**config.mk**
```make
export PLATFORM = sky130hd
export DESIGN_NAME = rocket_motion
export DESIGN_NICKNAME = d
export VERILOG_FILES = /design/src/rtl/rocket_motion.sv
export SDC_FILE = /design/constraint.sdc
export NUM_CORES = 1
export LEC_CHECK = 0
export ABC_AREA = 1
export BUFFER_PORTS_ARGS = -buffer_cell sky130_fd_sc_hd__buf_2
export CORE_ASPECT_RATIO = 2
export CORE_MARGIN = 1
export CORE_UTILIZATION = 60
export DETAILED_ROUTE_END_ITERATION = 8
export GPL_TIMING_DRIVEN = 0
export PLACE_DENSITY = 0.91
export SLEW_MARGIN = 5
export SYNTH_ARGS = -nofsm -noshare
export SYNTH_HDL_FRONTEND = slang
export SYNTH_SLANG_ARGS = --single-unit
```
**constraint.sdc**
```tcl
create_clock -name Clock -period 7.65 [get_ports Clock]
set_input_delay 0.765 -clock Clock [delete_from_list [all_inputs] [get_ports Clock]]
set_output_delay 0.765 -clock Clock [all_outputs]
set_load 0.005 [all_outputs]
```
**src/rtl/rocket_motion.sv**
```systemverilog
`default_nettype none
// ============================================================================
// Module   : rocket_motion
// Purpose  : Per-frame vertical physics for the lander. A free-running frame
//            counter produces a one-cycle tick. On every tick while flying,
//            thrust/dive/gravity is applied to the velocity and the position
//            is integrated. Thrust burns fuel, and touching the ground ends
//            the flight as a soft landing or a crash.
// Ports    : Clock   - system clock
//            Reset   - synchronous, active-low reset
//            upEn    - thrust request (acceleration -1, burns one fuel unit)
//            downEn  - dive request (acceleration +2)
//            start   - launch / relaunch pulse (ignored while flying)
//            y       - rocket row, 0 = top of screen
//            vel     - signed velocity in rows/frame, positive = down
//            fuel    - remaining fuel units
//            tick    - one-cycle frame strobe
//            active  - high while flying
//            landed  - sticky soft-landing flag
//            crashed - sticky crash flag
// Revision : 1.0 - initial release
// ============================================================================
module rocket_motion #(
  parameter int TICK_DIV  = 833333,
  parameter int Y_START   = 0,
  parameter int Y_MAX     = 112,
  parameter int V_SAFE    = 2,
  parameter int V_MAX     = 7,
  parameter int FUEL_INIT = 255
) (
  input  logic       Clock,
  input  logic       Reset,
  input  logic       upEn,
  input  logic       downEn,
  input  logic       start,
  output logic [6:0] y,
  output logic [4:0] vel,
  output logic [7:0] fuel,
  output logic       tick,
  output logic       active,
  output logic       landed,
  output logic       crashed
);

  localparam int CNT_W = $clog2(TICK_DIV);

  localparam logic [CNT_W-1:0]  c_cnt_reload = CNT_W'(TICK_DIV - 1);
  localparam logic [6:0]        c_y_start    = 7'(Y_START);
  localparam logic [6:0]        c_y_max      = 7'(Y_MAX);
  localparam logic [7:0]        c_fuel_init  = 8'(FUEL_INIT);
  localparam logic signed [5:0] c_v_max      = 6'(V_MAX);
  localparam logic signed [5:0] c_v_min      = 6'(-V_MAX);
  localparam logic signed [5:0] c_v_safe     = 6'(V_SAFE);
  localparam logic signed [8:0] c_y_max_s    = 9'(Y_MAX);

  typedef enum logic [1:0] {
    S_IDLE    = 2'd0,
    S_FLY     = 2'd1,
    S_LANDED  = 2'd2,
    S_CRASHED = 2'd3
  } state_t;

  state_t           state_q, state_d;
  logic [CNT_W-1:0] cnt_q, cnt_d;
  logic             tick_q, tick_d;
  logic [6:0]       y_q, y_d;
  logic [4:0]       vel_q, vel_d;
  logic [7:0]       fuel_q, fuel_d;
  logic             active_q, active_d;
  logic             landed_q, landed_d;
  logic             crashed_q, crashed_d;

  // Physics datapath, evaluated every cycle; only committed on a flying tick.
  logic              thrust;
  logic signed [5:0] accel;
  logic signed [5:0] vel_sum;
  logic signed [5:0] vel_clamped;
  logic signed [8:0] pos;

  always_comb begin
    thrust = upEn && (fuel_q != 8'd0);
    if (thrust) begin
      accel = -6'sd1;
    end else if (downEn) begin
      accel = 6'sd2;
    end else begin
      accel = 6'sd1;
    end

    // One extra bit of headroom so the sum cannot wrap before clamping.
    vel_sum = $signed({vel_q[4], vel_q}) + accel;
    if (vel_sum > c_v_max) begin
      vel_clamped = c_v_max;
    end else if (vel_sum < c_v_min) begin
      vel_clamped = c_v_min;
    end else begin
      vel_clamped = vel_sum;
    end

    pos = $signed({2'b00, y_q}) + $signed({{3{vel_clamped[5]}}, vel_clamped});
  end

  always_comb begin
    state_d = state_q;
    y_d     = y_q;
    vel_d   = vel_q;
    fuel_d  = fuel_q;
    cnt_d   = (cnt_q == '0) ? c_cnt_reload : cnt_q - 1'b1;

    if (start && (state_q != S_FLY)) begin
      // Launch realigns the frame so the first update is a full frame away.
      state_d = S_FLY;
      y_d     = c_y_start;
      vel_d   = 5'd0;
      fuel_d  = c_fuel_init;
      cnt_d   = c_cnt_reload;
    end else if ((state_q == S_FLY) && tick_q) begin
      if (thrust) begin
        fuel_d = fuel_q - 8'd1;
      end
      if (pos < 9'sd0) begin
        // Hit the ceiling: pin to the top and kill the upward speed.
        y_d   = 7'd0;
        vel_d = 5'd0;
      end else if (pos >= c_y_max_s) begin
        y_d     = c_y_max;
        vel_d   = 5'd0;
        state_d = (vel_clamped <= c_v_safe) ? S_LANDED : S_CRASHED;
      end else begin
        y_d   = pos[6:0];
        vel_d = vel_clamped[4:0];
      end
    end

    // Status outputs are registered copies of the next-state decode.
    tick_d    = (cnt_d == '0);
    active_d  = (state_d == S_FLY);
    landed_d  = (state_d == S_LANDED);
    crashed_d = (state_d == S_CRASHED);
  end

  always_ff @(posedge Clock) begin
    if (!Reset) begin
      state_q   <= S_IDLE;
      cnt_q     <= c_cnt_reload;
      tick_q    <= 1'b0;
      y_q       <= c_y_start;
      vel_q     <= 5'd0;
      fuel_q    <= c_fuel_init;
      active_q  <= 1'b0;
      landed_q  <= 1'b0;
      crashed_q <= 1'b0;
    end else begin
      state_q   <= state_d;
      cnt_q     <= cnt_d;
      tick_q    <= tick_d;
      y_q       <= y_d;
      vel_q     <= vel_d;
      fuel_q    <= fuel_d;
      active_q  <= active_d;
      landed_q  <= landed_d;
      crashed_q <= crashed_d;
    end
  end

  assign y       = y_q;
  assign vel     = vel_q;
  assign fuel    = fuel_q;
  assign tick    = tick_q;
  assign active  = active_q;
  assign landed  = landed_q;
  assign crashed = crashed_q;

endmodule
`default_nettype wire

```
==> impl_metrics.tcl, run 1 <==
set metrics [dict create \
    status "complete, no violations" \
    peakVddDrop_mv 0.166 \
    core_mm2 0.00460 \
    worst-path-max-fanout 5 \
    seq_area_frac_synth_pct 32.2 \
    drt_iter0_markers 90 \
    clock_latency_ns 0.31 \
    tightest_slew_ns 0.611 \
    hold_path_class "flip-flop to flip-flop" \
    cts-root-buf "clkbuf_8" \
    max_freq_ghz 0.199 \
    vias 2764 \
    hold_viol_final 0 \
    min-delay-start "cnt_q[0]$_SDFF_PN0_" \
    final_max_slew_viol_count 0 \
    antenna_found_initial 0 \
    synthesis.nets 430 \
    cpPeakStageDelay_ns 0.40 \
    required_ns 7.85 \
    post_cts_buffers 0 \
    cp-start-kind "flip-flop" \
    layout.nets 465 \
    drt-vias-per-instance 5.56 \
    numCtsBuffers 5 \
    dieArea_mm2 0.00507 \
    rsz0062_at_grt "false" \
    synth_edf_count 0 \
    finalCritPeriodShare_pct 65.6 \
    cts_buffer_depth 2 \
    utilization_pct 69.3 \
    dp_slack_ns 2.47 \
    clock_skew_ns 0.0160 \
    wl_per_cell_um 13.3 \
    relSlewSlack_pct 59.1 \
    cts_tree "yes" \
    grt_max_degree 14 \
    ys_ff_latch 46 \
    yosysWarnings 0 \
    cts.sinks 46 \
    worst_slack_ns 2.63 \
    dr.pass1.iters 6 \
    final_cell_mix "nand2_1 (83), inv_1 (58), nor2_1 (57)" \
    synthArstFlopShare_pct 0 \
    leakage_nw 1.52 \
    grt_pass1_wl_um 11300 \
    critPathKind "flip-flop to flip-flop" \
    rrSetupSlack_ns 2.63 \
    ys.flop_type "dfxtp_1" \
    post_cts_resized 0 \
    drc 0 \
    num_rows 35 \
    cap_violations 0 \
    r2r_cells 35 \
    min_to "cnt_q[0]$_SDFF_PN0_" \
    ios 29 \
    area_growth_pct 11.2 \
    die_width_um 50.9 \
    layout_min_cycle_time_ns 5.02 \
    powerDensity_mw_per_mm2 154 \
    grt_pass1_vias 2874 \
    drive_gt1_share_pct 16.7 \
    hold_depth 1 \
    wirelength_um 6610 \
    gr-usage-all-layers_pct 29.2 \
    power.total_mw 0.489 \
    cp-end-kind "flip-flop" \
    gp_congestion 0.925 \
    grt_overflow 0 \
    arrival_ns 5.21 \
    worst_r2r_startpoint "fuel[3]$_SDFFE_PP1P_" \
    final_common_cell "nand2_1" \
    fin_setup_tns_ns 0 \
    die_h_um 99.7 \
    diodes 0 \
    portBuffers 28 \
    initial_core_util_pct 62.3 \
    htree_levels 2 \
    syn-cell-area_mm2 0.00286 \
    r2r-end "crashed$_SDFF_PN0_" \
    dpl.hpwl_um 5320 \
    critPathTopFamily "simple AND/OR/NAND/NOR gates" \
    cpMaxStageDelayCell "fa_1" \
    path_common_cell "nand2_1" \
    hold_buffers 0 \
    setup_viol 0 \
    ant_nets 0 \
    netlist_instances 407 \
    cts.clk_slew.worst_paths_ns 0.09 \
    syn_avg_cell_area_um2 7.04 \
    synth.distinct_cells 38 \
    worst-path-buf-inv 5 \
]
## flip-flops by register name, summed over array words and instances (netlist names)
signal	count
crashed	1
cnt_q	20
tick	1
landed	1
active	1
state_q	2
vel	5
y	7
fuel	8
## final cells by class
cell class | count | area, µm²
Clock inverter | 1 | 30.0
Buffer | 3 | 18.8
Sequential cell | 46 | 921
Clock buffer | 6 | 82.6
Multi-Input combinational cell | 299 | 1700
Timing Repair Buffer | 28 | 140
Inverter | 59 | 221
Fill cell | 376 | 1410
Tap cell | 55 | 68.8
## kinds of logic (layout without fill, tap and decap cells)
group	count (synthesis)	after routing	share of synthesized area, %
fa+ha+maj	18	18	8.39
flops	46	46	32.2
simple gates	224	224	37.7
xor+xnor	12	12	3.67
buf+inv	62	97	8.39
compound gates	45	45	9.74
## layer usage
| layer | global-route usage (%) | wire, µm |
|---|---|---|
| met1 | 23.5 | 2200 |
| met2 | 57.7 | 3870 |
| met3 | 4.74 | 142 |
| met4 | 22.2 | 395 |
| met5 | 0 | 0 |
## stage by stage
stage          instance area (µm²)  std cells  hold slack [ns]
4_1_cts                       3190        497            0.488
3_5_place_dp                  3070        490            0.467
2_1_floorplan                 2860        407            0.438
6_report                      3190        497            0.484
3_3_place_gp                  3070        490            0.459
5_1_grt                       3190        497            0.509
## Yosys cell counts, drive strengths merged (6+ instances only)
cell type | count | area (µm²)
inv | 59 | 221
ha | 16 | 200
nand2 | 98 | 415
nor3 | 12 | 81.3
a21oi | 24 | 146
nand3 | 29 | 170
dfxtp | 46 | 921
xnor2 | 6 | 52.6
xor2 | 6 | 52.6
nand4 | 10 | 62.6
o21ai | 14 | 70.1
nor2 | 61 | 244
## how the worst max path moves through the flow
stage	start	endpoint	depth (start not counted)
global placement	upEn	crashed$_SDFF_PN0_	29
finish	fuel[3]$_SDFFE_PP1P_	crashed$_SDFF_PN0_	35
detailed placement	upEn	crashed$_SDFF_PN0_	32
CTS	fuel[3]$_SDFFE_PP1P_	crashed$_SDFF_PN0_	35
floorplan	upEn	crashed$_SDFF_PN0_	29
global route	fuel[3]$_SDFFE_PP1P_	crashed$_SDFF_PN0_	35
## power breakdown
group	internal, mW	switching [mW]	total (mW)
registers	0.242	0.00255	0.245
logic	0.0186	0.0383	0.0569
clock network	0.105	0.0826	0.187
No activity file was read; power rests on OpenSTA's default activity.
==> inputs of run 2 (changes only) <==
- CORE_UTILIZATION: 60 -> 59
- PLACE_DENSITY: 0.91 -> 0.9
- clock period: 7.65 -> 5 ns (I/O delays scaled with it)
==> run 2 against run 1 <==
Core utilization rose by 0.94 points. Register-to-register slack worse by 2.3 ns. Non-clock buffer count is 4 higher. Clock skew down 0.0065 ns. Die area increased by 1.6%. Critical path depth fell by 3. Sequential power rose by 53%. Critical endpoint unchanged. Via count increased by 1.3%. Final area is 2.3% higher.
==> impl_metrics.tcl, run 2 (synthesis results as in run 1) <==
set metrics [dict create \
    cap_violations 0 \
    cts.clk_slew.worst_paths_ns 0.08 \
    vias 2800 \
    drt_iter0_markers 88 \
    final_cell_mix "nand2_1 (81), inv_1 (58), nor2_1 (56)" \
    min-delay-start "Reset" \
    critPathCapture "crashed$_SDFF_PN0_" \
    grt_pass1_wl_um 10600 \
    powerDensity_mw_per_mm2 227 \
    dr_wl_met3_um 230 \
    gp_congestion 0.977 \
    wl_per_cell_um 13.1 \
    cts-root-buf "clkbuf_8" \
    leakage_nw 1.54 \
    gr-usage-all-layers_pct 26.9 \
    layout.nets 469 \
    cts_tree "yes" \
    core_mm2 0.00464 \
    portBuffers 28 \
    largest_register_ffs 20 \
    max_freq_ghz 0.212 \
    required_ns 5.21 \
    multi_input_area_mm2 0.00174 \
    postLayoutCellArea_mm2 0.00326 \
    drt-vias-per-instance 5.58 \
    cts_buffer_depth 2 \
    clock_skew_ns 0.00954 \
    path_common_cell "nand2_1" \
    num_rows 35 \
    hold_buffers 0 \
    clock_latency_ns 0.31 \
    holdWs_ns 0.406 \
    hold_viol_final 0 \
    layout_min_cycle_time_ns 4.72 \
    rrSetupSlack_ns 0.28 \
    wl_met2_um 3760 \
    tightest_slew_ns 0.633 \
    dpl-instance-area_mm2 0.00307 \
    regArea_um2 922 \
    worst_r2r_startpoint "fuel[3]$_SDFFE_PP1P_" \
    cp-start-kind "flip-flop" \
    setup_viol 0 \
    cp-end-kind "flip-flop" \
    crit_path_start "fuel[3]$_SDFFE_PP1P_" \
    power.total_mw 0.741 \
    htree_levels 2 \
    dr.pass1.iters 4 \
    ant_nets 0 \
    drive_gt1_share_pct 20.1 \
    final_max_slew_viol_count 0 \
    grt_pass1_vias 2668 \
    topRoutingLayerUsed "met4" \
    antenna_found_initial 0 \
    grt_overflow 0 \
    arrival_ns 4.93 \
    grt_max_degree 15 \
    r2r-end "crashed$_SDFF_PN0_" \
    numCtsBuffers 5 \
    wirelength_um 6590 \
    drc 0 \
    finalCritPeriodShare_pct 94.3 \
    cts.sinks 46 \
    diodes 0 \
    hold_path_class "input port to flip-flop" \
    ios 29 \
    dieArea_mm2 0.00515 \
    final_common_cell "nand2_1" \
    r2r_cells 32 \
    cpPeakStageDelay_ns 0.43 \
    worst-path-max-fanout 5 \
    die_width_um 51.3 \
    area_growth_pct 13.8 \
    initial_core_util_pct 61.7 \
    peakVddDrop_mv 0.290 \
    cpMaxStageDelayCell "a2111o_1" \
    die_h_um 101 \
    regMostFlops "cnt_q" \
    drt-met1-wl_um 2240 \
    status "complete, no violations" \
    dpl.hpwl_um 5160 \
    n_fill_cell 375 \
    relSlewSlack_pct 57.7 \
    critPathKind "flip-flop to flip-flop" \
]
## run 2: worst min-delay path by stage
stage,to,cells after the start
5_1_grt,state_q[0]$_SDFF_PN0_,3
6_report,state_q[0]$_SDFF_PN0_,3
2_1_floorplan,cnt_q[0]$_SDFF_PN0_,1
4_1_cts,state_q[0]$_SDFF_PN0_,3
3_5_place_dp,cnt_q[0]$_SDFF_PN0_,1
3_3_place_gp,cnt_q[0]$_SDFF_PN0_,1
## run 2: per-layer routing
| layer | up-vias | global-route usage, % |
|---|---|---|
| met4 | 0 | 19.8 |
| met1 | 1298 | 23.1 |
| met5 | - | 0 |
| met3 | 31 | 3.77 |
| met2 | 85 | 52.3 |
| li1 | 1386 | - |
## run 2: layout make-up
type / count / share of cell area, %
Buffer: 3 / 0.576
Sequential cell: 46 / 28.3
Clock inverter: 2 / 1.15
Timing Repair Buffer: 32 / 5.34
Inverter: 59 / 6.79
Clock buffer: 6 / 2.23
Multi-Input combinational cell: 299 / 53.5
Tap cell: 55 / 2.11
## run 2: report_power, final
part	internal, mW	leakage (nW)	switching, mW	total, mW
combinational	0.0318	1.11	0.0612	0.0930
clock	0.149	0.0514	0.124	0.273
sequential	0.371	0.372	0.00361	0.375
total	0.552	1.54	0.189	0.741
## run 2: timing repair
item	CTS	global route
gates resized for setup	2	14
buffers inserted	0	4
setup endpoints to repair	10	17
pin swaps	0	6
gates cloned	0	0
## run 2: metrics by stage
stage	setup TNS (ns)	cells	util [%]	setup WS, ns
floorplan	0	407	-	0.613
global placement	0	490	66.2	0.156
detailed placement	-0.0659	490	66.2	-0.0262
CTS	0	498	68.7	0.0666
global route	-0.198	502	70.2	-0.0480
finish	0	502	70.2	0.283
## run 2: critical path, delay by kind of cell (launching register included)
family	cells	cell delay [ns]
simple gates	22	2.01
buf+inv	3	0.23
flops	1	0.34
compound gates	3	0.87
fa+ha+maj	4	1.17
==> inputs of run 3 (changes only) <==
- CORE_UTILIZATION: 59 -> 55
- PLACE_DENSITY: 0.9 -> 0.85
==> run 3 against run 2 <==
Sequential power hardly changed. Combinational power is 1% higher. Clock-buffer cell count is 1 higher. Clock power is 2% higher. Non-clock buffer count stayed put. First-iteration DRC count is 30% lower. Register-to-register slack better by 0.07 ns. Total power is 0.77% higher. Core utilization is 4.3 points lower. Worst setup slack better by 0.073 ns. Worst hold slack worse by 0.011 ns. Global-route usage is 1.3 points lower. Critical endpoint unchanged.
==> impl_metrics.tcl, run 3 (synthesis results as in run 1) <==
set metrics [dict create \
    drt-vias-per-instance 5.53 \
    gp_congestion 0.890 \
    ant_nets 0 \
    gr-usage-all-layers_pct 25.6 \
    hold_viol_final 0 \
    layout_min_cycle_time_ns 4.64 \
    power.total_mw 0.747 \
    holdWs_ns 0.395 \
    area_growth_pct 14.1 \
    vias 2785 \
    hold_buffers 0 \
    hold_depth 3 \
    critPathTopFamily "simple AND/OR/NAND/NOR gates" \
    required_ns 5.20 \
    portBuffers 28 \
    min-delay-start "Reset" \
    layout.nets 469 \
    powerDensity_mw_per_mm2 229 \
    relSlewSlack_pct 59.2 \
    final_cell_mix "nand2_1 (81), inv_1 (57), nor2_1 (55)" \
    drive_gt1_share_pct 20.8 \
    peakVddDrop_mv 0.194 \
    worst_r2r_startpoint "fuel[2]$_SDFFE_PP1P_" \
    cp-end-kind "flip-flop" \
    setup_viol 0 \
    drt_iter0_markers 62 \
    dieArea_mm2 0.00552 \
    cpPeakStageDelay_ns 0.43 \
    status "complete, no violations" \
    antenna_found_initial 0 \
    gr-max-usage-layer "met2" \
    worst-path-max-fanout 5 \
    cts_buffer_depth 2 \
    max_freq_ghz 0.215 \
    largest_register_ffs 20 \
    initial_core_util_pct 57.8 \
    dpl.hpwl_um 5200 \
    rrSetupSlack_ns 0.36 \
    tightest_slew_ns 0.610 \
    numCtsBuffers 5 \
    finalCritPeriodShare_pct 92.9 \
    wl_per_cell_um 13.4 \
    clock_skew_ns 0.0174 \
    worst-path-buf-inv 5 \
    path_common_cell "nand2_1" \
    min_to "state_q[0]$_SDFF_PN0_" \
    htree_levels 2 \
    grt_overflow 0 \
    critPathKind "flip-flop to flip-flop" \
    drc 0 \
    grt_pass1_wl_um 10700 \
    use_met1_pct 20.9 \
    regMostFlops "cnt_q" \
    die_width_um 53.0 \
    final_common_cell "nand2_1" \
    ios 29 \
    arrival_ns 4.85 \
    cts-root-buf "clkbuf_8" \
    cts.clk_slew.worst_paths_ns 0.09 \
    diodes 0 \
    r2r-end "crashed$_SDFF_PN0_" \
    grt_max_degree 14 \
    num_rows 36 \
    die_h_um 104 \
    clock_latency_ns 0.31 \
    cpMaxStageDelayCell "a2111o_1" \
    cts.sinks 46 \
    hold_path_class "input port to flip-flop" \
    r2r_cells 35 \
    wirelength_um 6740 \
    leakage_nw 1.54 \
    cap_violations 0 \
    cp-start-kind "flip-flop" \
    grt_use_met2_pct 49.6 \
    grt_pass1_vias 2724 \
    core_mm2 0.00495 \
    dr.pass1.iters 4 \
    cts_tree "yes" \
    fin_setup_tns_ns 0 \
    use_met3_pct 3.65 \
    final_max_slew_viol_count 0 \
]
==> run 3: how the worst max path moves through the flow <==
stage	from	end	slack, ns	depth (start not counted)
after floorplan	fuel[2]$_SDFFE_PP1P_	crashed$_SDFF_PN0_	0.61	33
after global placement	fuel[2]$_SDFFE_PP1P_	crashed$_SDFF_PN0_	0.16	32
after detailed placement	fuel[2]$_SDFFE_PP1P_	crashed$_SDFF_PN0_	0.004	32
after CTS	fuel[2]$_SDFFE_PP1P_	crashed$_SDFF_PN0_	0.04	35
after global routing	fuel[2]$_SDFFE_PP1P_	crashed$_SDFF_PN0_	-0.03	35
final	fuel[2]$_SDFFE_PP1P_	crashed$_SDFF_PN0_	0.36	35
==> run 3: stage by stage <==
stage	instances	worst slack (ns)	utilization, %	instance area (µm²)
2_1_floorplan	407	0.613	-	2860
3_3_place_gp	492	0.155	62.1	3080
3_5_place_dp	492	0.00421	62.1	3080
4_1_cts	500	0.0396	64.2	3180
5_1_grt	504	-0.0261	65.9	3270
6_report	504	0.356	65.9	3270
==> run 3: area by class of cell <==
type                            count  area [µm²]
Clock buffer                        7        76.3
Inverter                           59         221
Sequential cell                    46         922
Buffer                              3        18.8
Multi-Input combinational cell    299        1750
Timing Repair Buffer               32         174
Tap cell                           57        71.3
Clock inverter                      1        30.0
Fill cell                         436        1690
==> run 3: repair_timing <==
action                     CTS  global route
resized for setup            1            19
pin swaps                    0             9
setup buffers                0             4
setup endpoints to repair    5            17
==> run 3: power breakdown <==
| part | leakage (nW) | internal, mW | switching, mW | total (mW) |
|---|---|---|---|---|
| clock | 0.0524 | 0.150 | 0.128 | 0.278 |
| combinational | 1.12 | 0.0328 | 0.0612 | 0.0940 |
| sequential | 0.372 | 0.371 | 0.00362 | 0.375 |
==> run 3: per-layer routing <==
metal  up-vias  part of all wire (%)
li1       1397                     -
met1      1300                    34
met2        59                    60
met3        29                   2.4
met4         0                   3.9
met5         -                     0
==> run 3: worst register-to-register path, delay by kind of cell (launching register included) <==
| family | cells | cell delay [ns] |
|---|---|---|
| AND/OR/NAND/NOR | 24 | 2.13 |
| adder cells (fa/ha/maj) | 4 | 1.13 |
| AO/OA/AOI/OAI | 2 | 0.60 |
| buffers and inverters | 5 | 0.35 |
| flip-flops | 1 | 0.35 |
